==> src/rtl/uart_tx_arbiter.sv <==
// Two-port byte arbiter for a UART transmitter. Ports A (CPU) and B (debug) each
// queue bytes in a small circular FIFO; a round-robin FSM hands one byte at a time to the transmitter.

module uart_tx_fifo #(
    parameter int DEPTH = 4,
    parameter int DW    = 8
) (
    input  logic          clk,
    input  logic          rst_n,
    input  logic          wr,
    input  logic [DW-1:0] data,
    input  logic          rd,
    input  logic          ovf_clr,
    output logic [DW-1:0] head,
    output logic          full,
    output logic          empty,
    output logic          ovf
);
    localparam int PW = $clog2(DEPTH);
    localparam int CW = PW + 1;
    localparam logic [CW-1:0] FULL_CNT = CW'(DEPTH);

    logic [DW-1:0] mem_r [DEPTH];
    logic [PW-1:0] wptr_r, rptr_r;
    logic [CW-1:0] cnt_r, cnt_s;
    logic          full_r, empty_r, ovf_r;
    logic          push_s, pop_s, ovf_evt_s;

    // Fullness is judged before any same-cycle pop, so a push at full is always dropped.
    assign push_s    = wr & (cnt_r != FULL_CNT);
    assign ovf_evt_s = wr & (cnt_r == FULL_CNT);
    assign pop_s     = rd & (cnt_r != {CW{1'b0}});
    assign head      = mem_r[rptr_r];
    assign full      = full_r;
    assign empty     = empty_r;
    assign ovf       = ovf_r;

    // Next occupancy count from accepted push and pop.
    always_comb begin
        cnt_s = cnt_r;
        if (push_s && !pop_s) begin
            cnt_s = cnt_r + CW'(1);
        end else if (!push_s && pop_s) begin
            cnt_s = cnt_r - CW'(1);
        end else begin
            cnt_s = cnt_r;
        end
    end

    // Storage array; contents need no reset because the pointers define validity.
    always_ff @(posedge clk) begin
        if (push_s) begin
            mem_r[wptr_r] <= data;
        end
    end

    // Pointers, count, registered flags and sticky overflow.
    always_ff @(posedge clk or negedge rst_n) begin
        if (!rst_n) begin
            wptr_r  <= {PW{1'b0}};
            rptr_r  <= {PW{1'b0}};
            cnt_r   <= {CW{1'b0}};
            full_r  <= 1'b0;
            empty_r <= 1'b1;
            ovf_r   <= 1'b0;
        end else begin
            if (push_s) begin
                wptr_r <= wptr_r + PW'(1);
            end
            if (pop_s) begin
                rptr_r <= rptr_r + PW'(1);
            end
            cnt_r   <= cnt_s;
            full_r  <= (cnt_s == FULL_CNT);
            empty_r <= (cnt_s == {CW{1'b0}});
            // A new overflow outranks a simultaneous clear.
            ovf_r   <= (ovf_r & ~ovf_clr) | ovf_evt_s;
        end
    end
endmodule

module uart_tx_arbiter #(
    parameter int FIFO_DEPTH = 4
) (
    input  logic       i_Clock,
    input  logic       reset_n,
    input  logic       a_wr,
    input  logic [7:0] a_data,
    input  logic       b_wr,
    input  logic [7:0] b_data,
    output logic       a_full,
    output logic       b_full,
    output logic       a_empty,
    output logic       b_empty,
    output logic       a_ovf,
    output logic       b_ovf,
    input  logic       ovf_clr,
    output logic       tx_dv,
    output logic [7:0] tx_byte,
    input  logic       tx_active,
    input  logic       tx_done,
    output logic       busy,
    output logic       grant_b
);
    typedef enum logic [1:0] {
        ST_IDLE    = 2'd0,
        ST_WAIT    = 2'd1,
        ST_RELEASE = 2'd2
    } state_t;

    state_t     state_r, state_s;
    logic       rst_done_r;
    logic       grant_s, sel_b_s, pop_a_s, pop_b_s;
    logic [7:0] a_head_s, b_head_s;
    logic       tx_dv_r, busy_r, grant_b_r;
    logic [7:0] tx_byte_r;

    uart_tx_fifo #(.DEPTH(FIFO_DEPTH), .DW(8)) u_fifo_a (
        .clk(i_Clock), .rst_n(reset_n), .wr(a_wr), .data(a_data), .rd(pop_a_s),
        .ovf_clr(ovf_clr), .head(a_head_s), .full(a_full), .empty(a_empty), .ovf(a_ovf)
    );

    uart_tx_fifo #(.DEPTH(FIFO_DEPTH), .DW(8)) u_fifo_b (
        .clk(i_Clock), .rst_n(reset_n), .wr(b_wr), .data(b_data), .rd(pop_b_s),
        .ovf_clr(ovf_clr), .head(b_head_s), .full(b_full), .empty(b_empty), .ovf(b_ovf)
    );

    assign pop_a_s = grant_s & ~sel_b_s;
    assign pop_b_s = grant_s & sel_b_s;
    assign tx_dv   = tx_dv_r;
    assign tx_byte = tx_byte_r;
    assign busy    = busy_r;
    assign grant_b = grant_b_r;

    // Next-state and grant decision; B wins a tie only if A was granted last.
    always_comb begin
        state_s = state_r;
        grant_s = 1'b0;
        sel_b_s = 1'b0;
        case (state_r)
            ST_IDLE: begin
                if (rst_done_r && !tx_done && !tx_active && (!a_empty || !b_empty)) begin
                    grant_s = 1'b1;
                    sel_b_s = !b_empty && (a_empty || !grant_b_r);
                    state_s = ST_WAIT;
                end else begin
                    state_s = ST_IDLE;
                end
            end
            ST_WAIT: begin
                if (tx_done) begin
                    state_s = ST_RELEASE;
                end else begin
                    state_s = ST_WAIT;
                end
            end
            ST_RELEASE: begin
                if (!tx_done) begin
                    state_s = ST_IDLE;
                end else begin
                    state_s = ST_RELEASE;
                end
            end
            default: begin
                state_s = ST_IDLE;
            end
        endcase
    end

    // State and registered transmitter-side outputs; rst_done_r delays the first grant one edge.
    always_ff @(posedge i_Clock or negedge reset_n) begin
        if (!reset_n) begin
            state_r    <= ST_IDLE;
            rst_done_r <= 1'b0;
            tx_dv_r    <= 1'b0;
            tx_byte_r  <= 8'h00;
            busy_r     <= 1'b0;
            grant_b_r  <= 1'b1;
        end else begin
            state_r    <= state_s;
            rst_done_r <= 1'b1;
            tx_dv_r    <= (state_s == ST_WAIT);
            busy_r     <= (state_s != ST_IDLE);
            if (grant_s) begin
                tx_byte_r <= sel_b_s ? b_head_s : a_head_s;
                grant_b_r <= sel_b_s;
            end
        end
    end
endmodule
==> config.mk <==
export PLATFORM = sky130hd
export DESIGN_NAME = uart_tx_arbiter
export DESIGN_NICKNAME = d
export VERILOG_FILES = /design/src/rtl/uart_tx_arbiter.sv
export SDC_FILE = /design/constraint.sdc
export NUM_CORES = 1
export LEC_CHECK = 0
export BUFFER_PORTS_ARGS = -buffer_cell sky130_fd_sc_hd__buf_4
export CORE_ASPECT_RATIO = 1.4
export CORE_MARGIN = 8
export CORE_UTILIZATION = 30
export CTS_CLUSTER_SIZE = 40
export DETAILED_ROUTE_END_ITERATION = 10
export HOLD_SLACK_MARGIN = 0.1
export PLACE_DENSITY_LB_ADDON = 0.1
export REMOVE_ABC_BUFFERS = 1
export SKIP_CTS_REPAIR_TIMING = 1
export SLEW_MARGIN = 30
export SYNTH_ARGS = -nofsm -noshare
export SYNTH_HDL_FRONTEND = slang
export SYNTH_SLANG_ARGS = --single-unit
==> constraint.sdc <==
create_clock -name i_Clock -period 2 [get_ports i_Clock]
set_input_delay 0.2 -clock i_Clock [delete_from_list [all_inputs] [get_ports i_Clock]]
set_output_delay 0.2 -clock i_Clock [all_outputs]
set_load 0.1 [all_outputs]
### After elaboration in Yosys (flattened, before gate mapping)

Memory sizes are Yosys's and may differ from the RTL's.
Index checks and enable logic that the tools add are counted.

* $add $sub $neg: 8
* eq/ne operators: 9
* mux-type cells: 17
* bitwise logic cells: 14
* reductions and logical operators: 25

Operators by type and width (number)
* == test 3 bit, second input constant: 4
* two-way mux 3 bit: 4
* bitwise AND 1 bit: 10
* logical NOT 1 bit: 9
* two-way mux 1 bit: 9
* adder 2 x 1 -> 2 bit, second input constant: 4
* logical AND 1 bit: 8
* two-way mux 8 bit: 1
* adder 3 x 1 -> 3 bit, second input constant: 2
* logical NOT 3 bit: 2
* != test 3 bit, second input constant: 2
* case mux 2 bit (3 select lines): 1
* nonzero test 3 bit: 2
* subtractor 3 x 1 -> 3 bit, second input constant: 2
* == test 2 x 1 -> 1 bit, second input constant: 2
* two-way mux 2 bit: 2
* == test 2 bit, second input constant: 1
* logical NOT 2 bit: 1
* logical OR 1 bit: 2
* NOT 1 bit: 2
* bitwise OR 1 bit: 2
* nonzero test 2 bit: 1

* bits in registers: 34
* bits in writable memories: 64
* input bits: 23
* output and inout port bits: 17
* word-level logic and storage cells: 93
* memories: 2

Memories
* u_fifo_a.mem_r: depth 4, bits a word 8, rd ports 1, clocked after memory_dff 0, write ports 1, RTL line 23 `logic [DW-1:0] mem_r [DEPTH];`
* u_fifo_b.mem_r: depth 4, bits a word 8, rd ports 1, clocked after memory_dff 0, write ports 1, RTL line 23

### Logic depth before layout (Yosys ltp)

Gate-level depths: netlist (run 1).

* depth in word-level cells: 13
* depth in mapped cells: 8
* gate-level depth less buffers: 7

### By module

From an unflattened synthesis (run 1), not the netlist that was laid out.

* cells, all modules: 279
* area total of the unflattened synthesis: 4297.9 um^2

Modules (own cells, without submodules)
* uart_tx_fifo (u_fifo_b): times used 1, cells an instance 106, area each 1820.5 um^2, seq. area each 1212.4 um^2
* uart_tx_fifo (u_fifo_a): times used 1, cells an instance 104, area each 1784.2 um^2, seq. area each 1212.4 um^2
* uart_tx_arbiter: times used 1, cells an instance 69, area each 693.2 um^2, seq. area each 351.6 um^2

### Least setup slack after synthesis (run 1)

Ideal clock, no wire load.

* path kind: register -> register
* start: register u_fifo_a.empty_r, in the netlist u_fifo_a.empty
* end: register u_fifo_b.full_r, in the netlist u_fifo_b.full
* setup time: 94 ps
* arrival time: 2304 ps
* data required time: 1906 ps
* slack: -397 ps
* stages on the path, launching flop included: 6
* buffers on the path: 0
* clock period less this slack: 2397 ps
* cells stage by stage: dfstp_2 > inv_1 > a221oi_2 > a21oi_1 > or4_1 > a211oi_1

* longest elaborated chain between the ends: 11
* elaborated cells between the ends (all ways): 17
* classes of those cells: eq/ne (1); mux (6); bitwise (2); reduce/logical (8)

Ends and longest elaborated chain
* start: declaration: RTL line 26 `logic full_r, empty_r, ovf_r;`
* start signal: assignment: RTL line 75 `empty_r <= (cnt_s == {CW{1'b0}});`
* logical NOT 1 bit: RTL line 142 `if (rst_done_r && !tx_done && !tx_active && (!a_empty || !b_empty)) begin`
* logical OR 1 bit: RTL line 142
* logical AND 1 bit: RTL line 142
* two-way mux 1 bit: RTL line 142
* two-way mux 1 bit: RTL line 140 `case (state_r)`
* bitwise AND 1 bit *: RTL line 129 `assign pop_b_s = grant_s & sel_b_s;`
* bitwise AND 1 bit *: RTL line 32 `assign pop_s = rd & (cnt_r != {CW{1'b0}});`
* logical AND 1 bit / logical NOT 1 bit (equally long branches): RTL line 43, 41
* two-way mux 3 bit / logical AND 1 bit (equally long branches): RTL line 43, 41
* two-way mux 3 bit *: RTL line 41 `if (push_s && !pop_s) begin`
* == test 3 bit *: RTL line 74 `full_r <= (cnt_s == FULL_CNT);`
* end signal: assignment: RTL line 74
* end: declaration: RTL line 26

Mark *: on every way between the ends. The rest lies on a longest branch, timed or not.
A chain may end at the register's enable or synchronous reset.

### Worst setup path after layout (run 1)

* start: register u_fifo_a.empty_r, in the netlist u_fifo_a.empty
* end: register u_fifo_a.full_r, in the netlist u_fifo_a.full

* longest elaborated chain between the ends: 12
* elaborated cells between the ends (all ways): 18
* classes of those cells: eq/ne (1); mux (6); bitwise (3); reduce/logical (8)

Ends and longest elaborated chain
* logical NOT 1 bit: RTL line 142
* logical OR 1 bit: RTL line 142
* logical AND 1 bit: RTL line 142
* two-way mux 1 bit: RTL line 142
* two-way mux 1 bit: RTL line 140
* NOT 1 bit: RTL line 128 `assign pop_a_s = grant_s & ~sel_b_s;`
* bitwise AND 1 bit *: RTL line 128
* bitwise AND 1 bit *: RTL line 32
* logical AND 1 bit / logical NOT 1 bit (equally long branches): RTL line 43, 41
* two-way mux 3 bit / logical AND 1 bit (equally long branches): RTL line 43, 41
* two-way mux 3 bit *: RTL line 41
* == test 3 bit *: RTL line 74
* end signal: assignment: RTL line 74
* end: declaration: RTL line 26

Marks and branches as above.

==> results of run 1 <==
==> flip-flops by register name (all words and copies together) (netlist names), 3 cells and up <==
register,cells
u_fifo_a.mem_r,32
u_fifo_b.mem_r,32
tx_byte,8
u_fifo_a.cnt_r,3
u_fifo_b.cnt_r,3
==> worst max-delay path: stages (launching register included) <==
cell and delay [ns]:
sky130_fd_sc_hd__dfstp_2 0.37, sky130_fd_sc_hd__or4b_4 0.52, sky130_fd_sc_hd__or3_4 0.36, sky130_fd_sc_hd__maj3_2 0.30, sky130_fd_sc_hd__or3_4 0.33, sky130_fd_sc_hd__and4_1 0.16
==> synthesized netlist by cell type (4+ instances only) <==
cell and n:
sky130_fd_sc_hd__edfxtp_1 64, sky130_fd_sc_hd__nand2b_1 4, sky130_fd_sc_hd__nor2_1 9, sky130_fd_sc_hd__mux4_2 16
sky130_fd_sc_hd__nand3_1 6, sky130_fd_sc_hd__o21ai_0 15, sky130_fd_sc_hd__ha_1 14, sky130_fd_sc_hd__and2_1 8
sky130_fd_sc_hd__xnor2_1 9, sky130_fd_sc_hd__a21oi_1 5, sky130_fd_sc_hd__nand2_1 18, sky130_fd_sc_hd__inv_1 14
sky130_fd_sc_hd__dfrtp_1 31, sky130_fd_sc_hd__mux2i_1 9
==> metal layers <==
metal	global-route usage [%]	part of all wire (%)	routed length, um	vias up
met2	18.5	54	4660	22
met3	2.25	2.5	215	9
met5	0	0	0	-
met1	11.6	42	3570	1205
met4	4.90	1.6	136	0
li1	-	-	-	1188
==> power by group through the flow <==
stage / registers, W / clock network [W] / logic [W]
2_1_floorplan: 0.00417 / 0 / 0.00144
3_3_place_gp: 0.00312 / 0 / 0.00376
3_5_place_dp: 0.00314 / 0 / 0.00377
4_1_cts: 0.00310 / 0.00173 / 0.00379
5_1_grt: 0.00315 / 0.00181 / 0.00412
6_report: 0.00308 / 0.00167 / 0.00380
==> metrics by stage <==
stage / hold slack (ns) / setup TNS [ns] / instances
floorplan: -0.0956 / -2.38 / 258
global placement: 0.198 / -0.305 / 521
detailed placement: 0.203 / -0.444 / 521
CTS: -0.176 / -0.514 / 537
global route: 0.161 / -0.480 / 555
finish: 0.131 / -0.289 / 555
==> kinds of logic after synthesis <==
logic type	after synthesis
flops	98
simple gates	60
compound gates	34
mux	27
buf+inv	21
fa+ha+maj	15
xor+xnor	9
other cells	1
==> cell type report <==
cell class              count  area share (%)
clock inverters             7            1.12
multi-input cells         146            24.2
well taps                 185            4.24
flip-flops and latches     98            50.9
clock buffers               9            4.13
repair buffers             96            14.5
inverters                  14           0.963
==> worst max path at each step <==
stage,to,slack [ns],cells past startpoint
after global routing,u_fifo_a.full,-0.20,5
after floorplan,u_fifo_b.full,-0.40,5
after global placement,u_fifo_a.full,-0.15,5
final,u_fifo_a.full,-0.15,5
after detailed placement,u_fifo_a.full,-0.19,5
after CTS,u_fifo_a.full,-0.20,5
==> results.py, run 1 <==
metrics = {
    "cells_and_area": {
        "final_net_count": 402,
        "storage_element_area_um2": 2780,
        "mostFrequentLayoutCells": "sky130_fd_sc_hd__buf_4, sky130_fd_sc_hd__edfxtp_1, sky130_fd_sc_hd__dfrtp_1",
        "post-route-cell-area_um2": 5460,
        "final_core_util_pct": 39.8,
        "final.fill_count": 1308,
        "multiInputGateArea_um2": 1320,
        "area_growth_syn_to_layout_pct": 31.6,
        "final_layout_size_suffix_gt1_share_pct": 34.9,
        "mostFrequentLayoutCell": "sky130_fd_sc_hd__buf_4",
        "antennaDiodeCount": 0,
    },
    "sta": {
        "period_minus_slack_ns": 2.15,
        "fin_crit_sh_pct": 108,
        "setup_slack_ns": -0.153,
        "setup_repair_after_global_routing_missed_its_margin": "true",
        "finClkSkew_ns": 0.00944,
        "slew_viol_final": 0,
        "achievable-frequency_ghz": 0.464,
        "final-setup-viol-count": 3,
        "final-hold-violation-count": 0,
    },
    "setup_path": {
        "cp-start-kind": "flop",
        "r2r_cells": 5,
        "critical_path.max_fanout": 3,
        "setup.worst_path.class": "reg2reg",
        "reg2reg_slack_ns": -0.15,
        "data_required_critical_path_ns": 2.23,
        "reg2reg_to": "u_fifo_a.full",
        "critical_path.reg2reg.startpoint": "u_fifo_a.empty",
        "worstPathArrival_ns": 2.38,
        "critical_path_source": "u_fifo_a.empty",
        "worst_setup_path_end_kind": "flop",
    },
    "clock_network": {
        "clock_tree.htree_level_count": 3,
        "cts_max_path_buffers": 2,
        "worst_skew_pair.late_latency_ns": 0.34,
        "clkTransAtPathRegs_ns": 0.07,
        "clkSinkCount": 98,
        "cts_made_buffers": 9,
        "tritoncts": "built",
        "clock_tree.root_cell": "sky130_fd_sc_hd__clkbuf_16",
    },
    "yosys": {
        "synthDominantAreaCellType": "sky130_fd_sc_hd__edfxtp_1",
        "combinational_family_with_the_most_area_after_synthesis": "multiplexers",
        "number_of_unique_standard_cell_types_used_by_synthesis": 45,
        "dominantRegCellSynth": "sky130_fd_sc_hd__edfxtp_1",
        "synth_compound_area_share_pct": 5.19,
        "synthMuxAreaShare_pct": 11.4,
        "yosysWarnings": 0,
        "number_of_flops_mapped_to_enable_cells_by_yosys": 64,
        "synth_simple_gate_area_share_pct": 7.85,
        "post_synth.cell_area_avg_um2": 15.6,
        "synth_adder_area_share_pct": 4.50,
        "cell_area_after_synthesis_um2": 4150,
        "yosys_register_bits": 98,
        "synth_top_cells_by_area": "sky130_fd_sc_hd__edfxtp_1, sky130_fd_sc_hd__dfrtp_1, sky130_fd_sc_hd__mux4_2",
        "synth.yosys.seq_area_share_pct": 67.0,
        "netlist.area_leader.share_pct": 46.3,
        "cell_count_after_synthesis": 265,
        "synthXorXnorAreaFrac_pct": 1.90,
        "async_flop_share_pct": 34.7,
    },
    "route": {
        "wl_final_um": 8580,
        "overall_via_count_from_detail_route": 2424,
        "antenna_left": 0,
        "detail_route.wl_per_cell_um": 15.5,
        "detailedRoute.firstIterationViolations": 60,
        "drc": 0,
        "avgViaCountPerCell": 4.37,
        "detailed_routing_iterations_pass_1": 4,
    },
    "grt": {
        "via_count_of_the_first_global_routing_pass": 2630,
        "grt_pass1_wl_um": 13900,
        "antenna_found_initial": 0,
        "grt_start_max_net_pins": 35,
        "overflow": 0,
        "grt_usage_pct": 10.5,
    },
    "die": {
        "floorplan.core_area_um2": 13700,
        "die_x_um": 115,
        "initial_core_util_pct": 30.2,
        "die_area_um2": 17900,
        "die-height_um": 155,
        "number_of_ports_placed_on_the_die_boundary": 40,
        "placementRows": 51,
    },
    "hold_path": {
        "hp-class": "in2reg",
        "hold_depth": 3,
        "worstHoldEndpoint": "u_fifo_b.ovf",
        "hold_path_startpoint": "b_wr",
    },
    "power_and_ir_drop": {
        "power_per_cell_area_nw_per_um2": 1570,
        "power_report.internal_total_w": 0.00513,
        "switching_share_pct": 40.0,
        "standby_leakage_power_nw": 2.16,
        "max-vdd-ir-drop_mv": 0.636,
        "sw_power_w": 0.00342,
        "power.share.combinational_pct": 44.4,
        "power.sequential.fraction_pct": 36.1,
        "totalPowerFinal_w": 0.00855,
        "power_frac_clock_pct": 19.5,
    },
    "flow_run": {
        "maxCapViolCount": 0,
    },
    "outcome": {
        "status": "complete, but fails checks",
        "failed_checks": "setup timing",
    },
    "placement": {
        "post_dp_cell_area_um2": 4950,
        "dpl.hpwl_um": 6290,
        "place_congestion": 0.748,
        "placement.setup.worst_slack_ns": -0.186,
        "buffer_ports.inserted": 39,
    },
}
No activity file was read; power rests on OpenSTA's default activity.
==> inputs of run 2 (changes only) <==
Settings changed: CORE_MARGIN 8 to default, CTS_BUF_LIST from default to sky130_fd_sc_hd__clkbuf_8.
==> run 2 against run 1 <==
- the run still ends with setup timing left
- wire length is 1.9% lower
- flip-flop and latch count unchanged
- clock power decreased by 27%
- sequential share of layout area increased by 0.21 points
- non-clock buffer count increased by 3
- critical path depth stayed put
- critical endpoint unchanged
==> results.py, run 2 (same netlist as run 1, synthesis figures left out) <==
metrics = {
    "cells_and_area": {
        "mostFrequentLayoutCells": "sky130_fd_sc_hd__buf_4, sky130_fd_sc_hd__edfxtp_1, sky130_fd_sc_hd__dfrtp_1",
        "storage_element_area_um2": 2780,
        "final_net_count": 405,
        "mostFrequentLayoutCell": "sky130_fd_sc_hd__buf_4",
        "area_growth_syn_to_layout_pct": 31.1,
        "antennaDiodeCount": 0,
        "final_core_util_pct": 40.4,
        "multiInputGateArea_um2": 1350,
        "final.fill_count": 1295,
        "final_layout_size_suffix_gt1_share_pct": 36.5,
    },
    "die": {
        "number_of_ports_placed_on_the_die_boundary": 40,
        "die_x_um": 101,
        "die_area_um2": 14300,
        "placementRows": 50,
        "floorplan.core_area_um2": 13500,
        "initial_core_util_pct": 30.8,
        "die-height_um": 141,
    },
    "clock_network": {
        "cts_max_path_buffers": 2,
        "clock_tree.root_cell": "sky130_fd_sc_hd__clkbuf_8",
        "worst_skew_pair.late_latency_ns": 0.36,
        "clkSinkCount": 98,
        "clkTransAtPathRegs_ns": 0.10,
        "cts_made_buffers": 9,
        "tritoncts": "built",
        "clock_tree.htree_level_count": 3,
    },
    "route": {
        "overall_via_count_from_detail_route": 2434,
        "antenna_left": 0,
        "detailedRoute.firstIterationViolations": 52,
        "detail_route.wl_per_cell_um": 15.2,
        "detailed_routing_iterations_pass_1": 4,
        "wl_final_um": 8420,
        "avgViaCountPerCell": 4.39,
        "drc": 0,
    },
    "placement": {
        "dpl.hpwl_um": 5900,
        "buffer_ports.inserted": 39,
        "place_congestion": 0.739,
    },
    "hold_path": {
        "hp-class": "in2reg",
    },
    "sta": {
        "period_minus_slack_ns": 2.15,
        "slew_viol_final": 0,
        "setup_slack_ns": -0.147,
        "achievable-frequency_ghz": 0.466,
        "setup-tns-final_ns": -0.384,
        "finClkSkew_ns": 0.0117,
        "final-hold-violation-count": 0,
        "setup_repair_after_global_routing_missed_its_margin": "true",
        "final-setup-viol-count": 3,
        "timing.hold.ws_ns": 0.104,
        "fin_crit_sh_pct": 107,
    },
    "setup_path": {
        "most_repeated_library_cell_on_the_critical_path": "sky130_fd_sc_hd__or3_4",
        "setup.worst_path.class": "reg2reg",
        "critical_path.max_fanout": 3,
        "cell_class_contributing_the_biggest_share_of_worst_path_delay": "simple AND/OR/NAND/NOR gates",
        "cp_num_buf_inv": 0,
        "worstPathArrival_ns": 2.41,
        "reg2reg_slack_ns": -0.15,
        "data_required_critical_path_ns": 2.26,
        "cp-start-kind": "flop",
        "worstPathCellList": "or4b_4, or3_4, maj3_2, or3_4, and4_1",
        "slowest_stage": "sky130_fd_sc_hd__or4b_4",
        "critPathMaxStageDelay_ns": 0.52,
        "worst_setup_path_end_kind": "flop",
    },
    "power_and_ir_drop": {
        "power_per_cell_area_nw_per_um2": 1520,
        "totalPowerFinal_w": 0.00824,
        "standby_leakage_power_nw": 2.14,
        "power_report.internal_total_w": 0.00482,
        "switching_share_pct": 41.5,
        "power.share.combinational_pct": 47.8,
        "power.sequential.fraction_pct": 37.4,
        "max-vdd-ir-drop_mv": 0.991,
        "power_frac_clock_pct": 14.8,
        "sw_power_w": 0.00342,
    },
    "grt": {
        "overflow": 0,
        "via_count_of_the_first_global_routing_pass": 2487,
        "grt_util_met3_pct": 2.97,
        "grt_start_max_net_pins": 35,
        "gr-usage-met2_pct": 21.9,
        "grt_usage_pct": 12.7,
        "antenna_found_initial": 0,
        "grt_pass1_wl_um": 13100,
        "grt_busiest_layer": "met2",
        "grt_use_met1_pct": 15.3,
    },
    "outcome": {
        "status": "complete, but fails checks",
        "failed_checks": "setup timing",
    },
    "flow_run": {
        "maxCapViolCount": 0,
    },
}
==> run 2: changes by cell type in the layout (fill, tap and decap cells not counted), moves of 2 or more <==
cell,delta
sky130_fd_sc_hd__buf_12,+3
sky130_fd_sc_hd__clkbuf_16,-9
sky130_fd_sc_hd__clkbuf_8,+9
sky130_fd_sc_hd__inv_6,+2
==> run 2: layer usage <==
metal	wire length [um]	part of all wire (%)
met3	175	2.1
met1	3630	43
met2	4520	54
met4	87	1.0
met5	0	0
==> run 2: area by class of cell <==
type | count | share of cell area [%]
sequential | 98 | 51.1
multi-input combinational | 146 | 24.7
timing repair buffer | 99 | 15.7
tap | 182 | 4.19
clock buffer | 9 | 2.28
clock inverter | 7 | 1.08
inverter | 14 | 0.967
==> run 2: worst reg2reg max path, stage by stage (launching register included) <==
cell and delay, ns:
sky130_fd_sc_hd__dfstp_2 0.38, sky130_fd_sc_hd__or4b_4 0.52, sky130_fd_sc_hd__or3_4 0.35, sky130_fd_sc_hd__maj3_2 0.30, sky130_fd_sc_hd__or3_4 0.34, sky130_fd_sc_hd__and4_1 0.18
==> run 2: path summary, 6_finish.rpt <==
| path | startpoint | end | cells after the start |
|---|---|---|---|
| setup / recovery | u_fifo_a.empty | u_fifo_a.full | 5 |
| hold / removal | b_wr | u_fifo_b.ovf | 3 |
| setup reg to reg | u_fifo_a.empty | u_fifo_a.full | 5 |
| hold reg to reg | tx_byte[0] | tx_byte[0] | 2 |
| max in group asynchronous | reset_n | u_fifo_a.empty | 2 |
| min in group asynchronous | reset_n | rst_done_r | 2 |
==> run 2: metrics by stage <==
stage	std cells	cell area (um^2)	setup WS (ns)
after global placement	517	4980	-0.143
after detailed placement	517	4980	-0.164
final	555	5440	-0.147
after global routing	555	5440	-0.187
after floorplan	258	4110	-0.397
after CTS	533	5160	-0.171
==> run 2: power by group through the flow <==
stage	Combinational, W	Clock [W]	Sequential (W)
floorplan	0.00144	0	0.00417
global placement	0.00379	0	0.00312
detailed placement	0.00382	0	0.00313
CTS	0.00383	0.00128	0.00309
global route	0.00427	0.00135	0.00314
finish	0.00394	0.00122	0.00308
==> inputs of run 3 (changes only) <==
Settings changed: CTS_BUF_LIST sky130_fd_sc_hd__clkbuf_8 to default.
==> run 3 against run 2 <==
- die area unchanged
- register-to-register slack about the same
- core utilization up 0.57 points
- clock-buffer cell count unchanged
- global-route usage about the same
- non-clock buffer count down 3
- via count down 0.99%
- critical path type unchanged
- critical path depth unchanged
- the flow still finishes with violations (setup timing)
- wire length down 0.59%
- combinational power down 1%
==> results.py, run 3 (same netlist as run 1, synthesis figures left out) <==
metrics = {
    "outcome": {
        "status": "complete, but fails checks",
        "failed_checks": "setup timing",
    },
    "setup_path": {
        "worstPathArrival_ns": 2.37,
        "worst_setup_path_end_kind": "flop",
        "data_required_critical_path_ns": 2.23,
        "reg2reg_to": "u_fifo_a.full",
        "r2r_cells": 5,
        "critical_path_source": "u_fifo_a.empty",
        "critical_path.reg2reg.startpoint": "u_fifo_a.empty",
        "reg2reg_slack_ns": -0.14,
        "setup.worst_path.class": "reg2reg",
        "critical_path.max_fanout": 3,
        "cp-start-kind": "flop",
    },
    "die": {
        "die-height_um": 141,
        "die_x_um": 101,
        "die_area_um2": 14300,
        "floorplan.core_area_um2": 13500,
        "placementRows": 50,
        "number_of_ports_placed_on_the_die_boundary": 40,
        "initial_core_util_pct": 30.8,
    },
    "cells_and_area": {
        "final_core_util_pct": 41.0,
        "instances_no_fill": 552,
        "antennaDiodeCount": 0,
        "storage_element_area_um2": 2780,
        "mostFrequentLayoutCells": "sky130_fd_sc_hd__buf_4, sky130_fd_sc_hd__edfxtp_1, sky130_fd_sc_hd__dfrtp_1",
        "final.fill_count": 1280,
        "mostFrequentLayoutCell": "sky130_fd_sc_hd__buf_4",
        "final_net_count": 402,
        "multiInputGateArea_um2": 1340,
        "final_layout_size_suffix_gt1_share_pct": 35.7,
        "area_growth_syn_to_layout_pct": 32.9,
    },
    "sta": {
        "period_minus_slack_ns": 2.14,
        "slew_viol_final": 0,
        "fin_crit_sh_pct": 107,
        "setup_slack_ns": -0.145,
        "finClkSkew_ns": 0.00889,
        "setup-tns-final_ns": -0.269,
        "achievable-frequency_ghz": 0.466,
        "final-setup-viol-count": 2,
        "final-hold-violation-count": 0,
        "setup_repair_after_global_routing_missed_its_margin": "true",
    },
    "grt": {
        "via_count_of_the_first_global_routing_pass": 2512,
        "grt_pass1_wl_um": 13100,
        "overflow": 0,
        "antenna_found_initial": 0,
        "grt_usage_pct": 12.7,
        "grt_start_max_net_pins": 35,
    },
    "flow_run": {
        "maxCapViolCount": 0,
    },
    "route": {
        "antenna_left": 0,
        "drc": 0,
        "detailedRoute.firstIterationViolations": 66,
        "wl_final_um": 8370,
        "detailed_routing_iterations_pass_1": 4,
        "detail_route.wl_per_cell_um": 15.2,
        "avgViaCountPerCell": 4.37,
        "overall_via_count_from_detail_route": 2410,
    },
    "placement": {
        "place.detailed.instances": 517,
        "dpl.hpwl_um": 5900,
        "place_congestion": 0.739,
        "buffer_ports.inserted": 39,
    },
    "power_and_ir_drop": {
        "power_report.internal_total_w": 0.00518,
        "power.share.combinational_pct": 45.1,
        "power.sequential.fraction_pct": 35.7,
        "switching_share_pct": 40.0,
        "standby_leakage_power_nw": 2.17,
        "power_per_cell_area_nw_per_um2": 1570,
        "max-vdd-ir-drop_mv": 0.918,
        "sw_power_w": 0.00345,
        "power_frac_clock_pct": 19.2,
    },
    "clock_network": {
        "cts_made_buffers": 9,
        "clkTransAtPathRegs_ns": 0.07,
        "clock_tree.root_cell": "sky130_fd_sc_hd__clkbuf_16",
        "clkSinkCount": 98,
        "clock_tree.htree_level_count": 3,
        "cts_max_path_buffers": 2,
        "worst_skew_pair.late_latency_ns": 0.34,
        "tritoncts": "built",
    },
    "hold_path": {
        "hold_depth": 3,
        "hp-class": "in2reg",
        "worstHoldEndpoint": "u_fifo_b.ovf",
        "hold_path_startpoint": "b_wr",
    },
}
run 3: cell count changes in the layout (fill, tap and decap cells not counted):
| cell | delta |
|---|---|
| sky130_fd_sc_hd__nand2_2 | -1 |
| sky130_fd_sc_hd__o311ai_1 | -1 |
| sky130_fd_sc_hd__clkbuf_16 | +9 |
| sky130_fd_sc_hd__nand2_1 | +1 |
| sky130_fd_sc_hd__o311ai_0 | +1 |
| sky130_fd_sc_hd__buf_4 | -3 |
| sky130_fd_sc_hd__clkbuf_8 | -9 |
run 3: worst max path at each step:
stage                         end  slack [ns]
floorplan           u_fifo_b.full       -0.40
CTS                 u_fifo_a.full       -0.17
finish              u_fifo_a.full       -0.14
global placement    u_fifo_a.full       -0.14
detailed placement  u_fifo_a.full       -0.16
global route        u_fifo_a.full       -0.18
run 3: metal layers:
metal | part of all wire, % | global-route usage, %
met4 | 1.3 | 4.20
met3 | 2.1 | 2.97
met2 | 53 | 21.8
met5 | 0 | 0
met1 | 43 | 15.4
run 3: critical path: stages, from the launching register on:
cell and delay, ns:
sky130_fd_sc_hd__dfstp_2 0.37, sky130_fd_sc_hd__or4b_4 0.52, sky130_fd_sc_hd__or3_4 0.35, sky130_fd_sc_hd__maj3_2 0.29
sky130_fd_sc_hd__or3_4 0.34, sky130_fd_sc_hd__and4_1 0.18
run 3: area by class of cell:
class	count	share of cell area [%]
flip-flops and latches	98	50.4
multi-input cells	146	24.4
repair buffers	96	15.0
well taps	182	4.13
clock buffers	9	4.09
clock inverters	7	1.07
inverters	14	0.953
run 3: per-stage QoR:
stage | setup slack [ns] | hold WS (ns) | total power (W) | cell area (um^2)
global placement | -0.143 | 0.208 | 0.00691 | 4980
global route | -0.184 | 0.148 | 0.00917 | 5510
detailed placement | -0.164 | 0.212 | 0.00695 | 4980
CTS | -0.173 | -0.153 | 0.00864 | 5260
finish | -0.145 | 0.131 | 0.00864 | 5510
floorplan | -0.397 | -0.0956 | 0.00561 | 4110
run 3: power groups by stage:
stage               logic (W)  clock network [W]  registers (W)
global placement      0.00379                  0        0.00312
CTS                   0.00383            0.00171        0.00309
floorplan             0.00144                  0        0.00417
global route          0.00423            0.00180        0.00315
detailed placement    0.00382                  0        0.00313
finish                0.00390            0.00166        0.00308
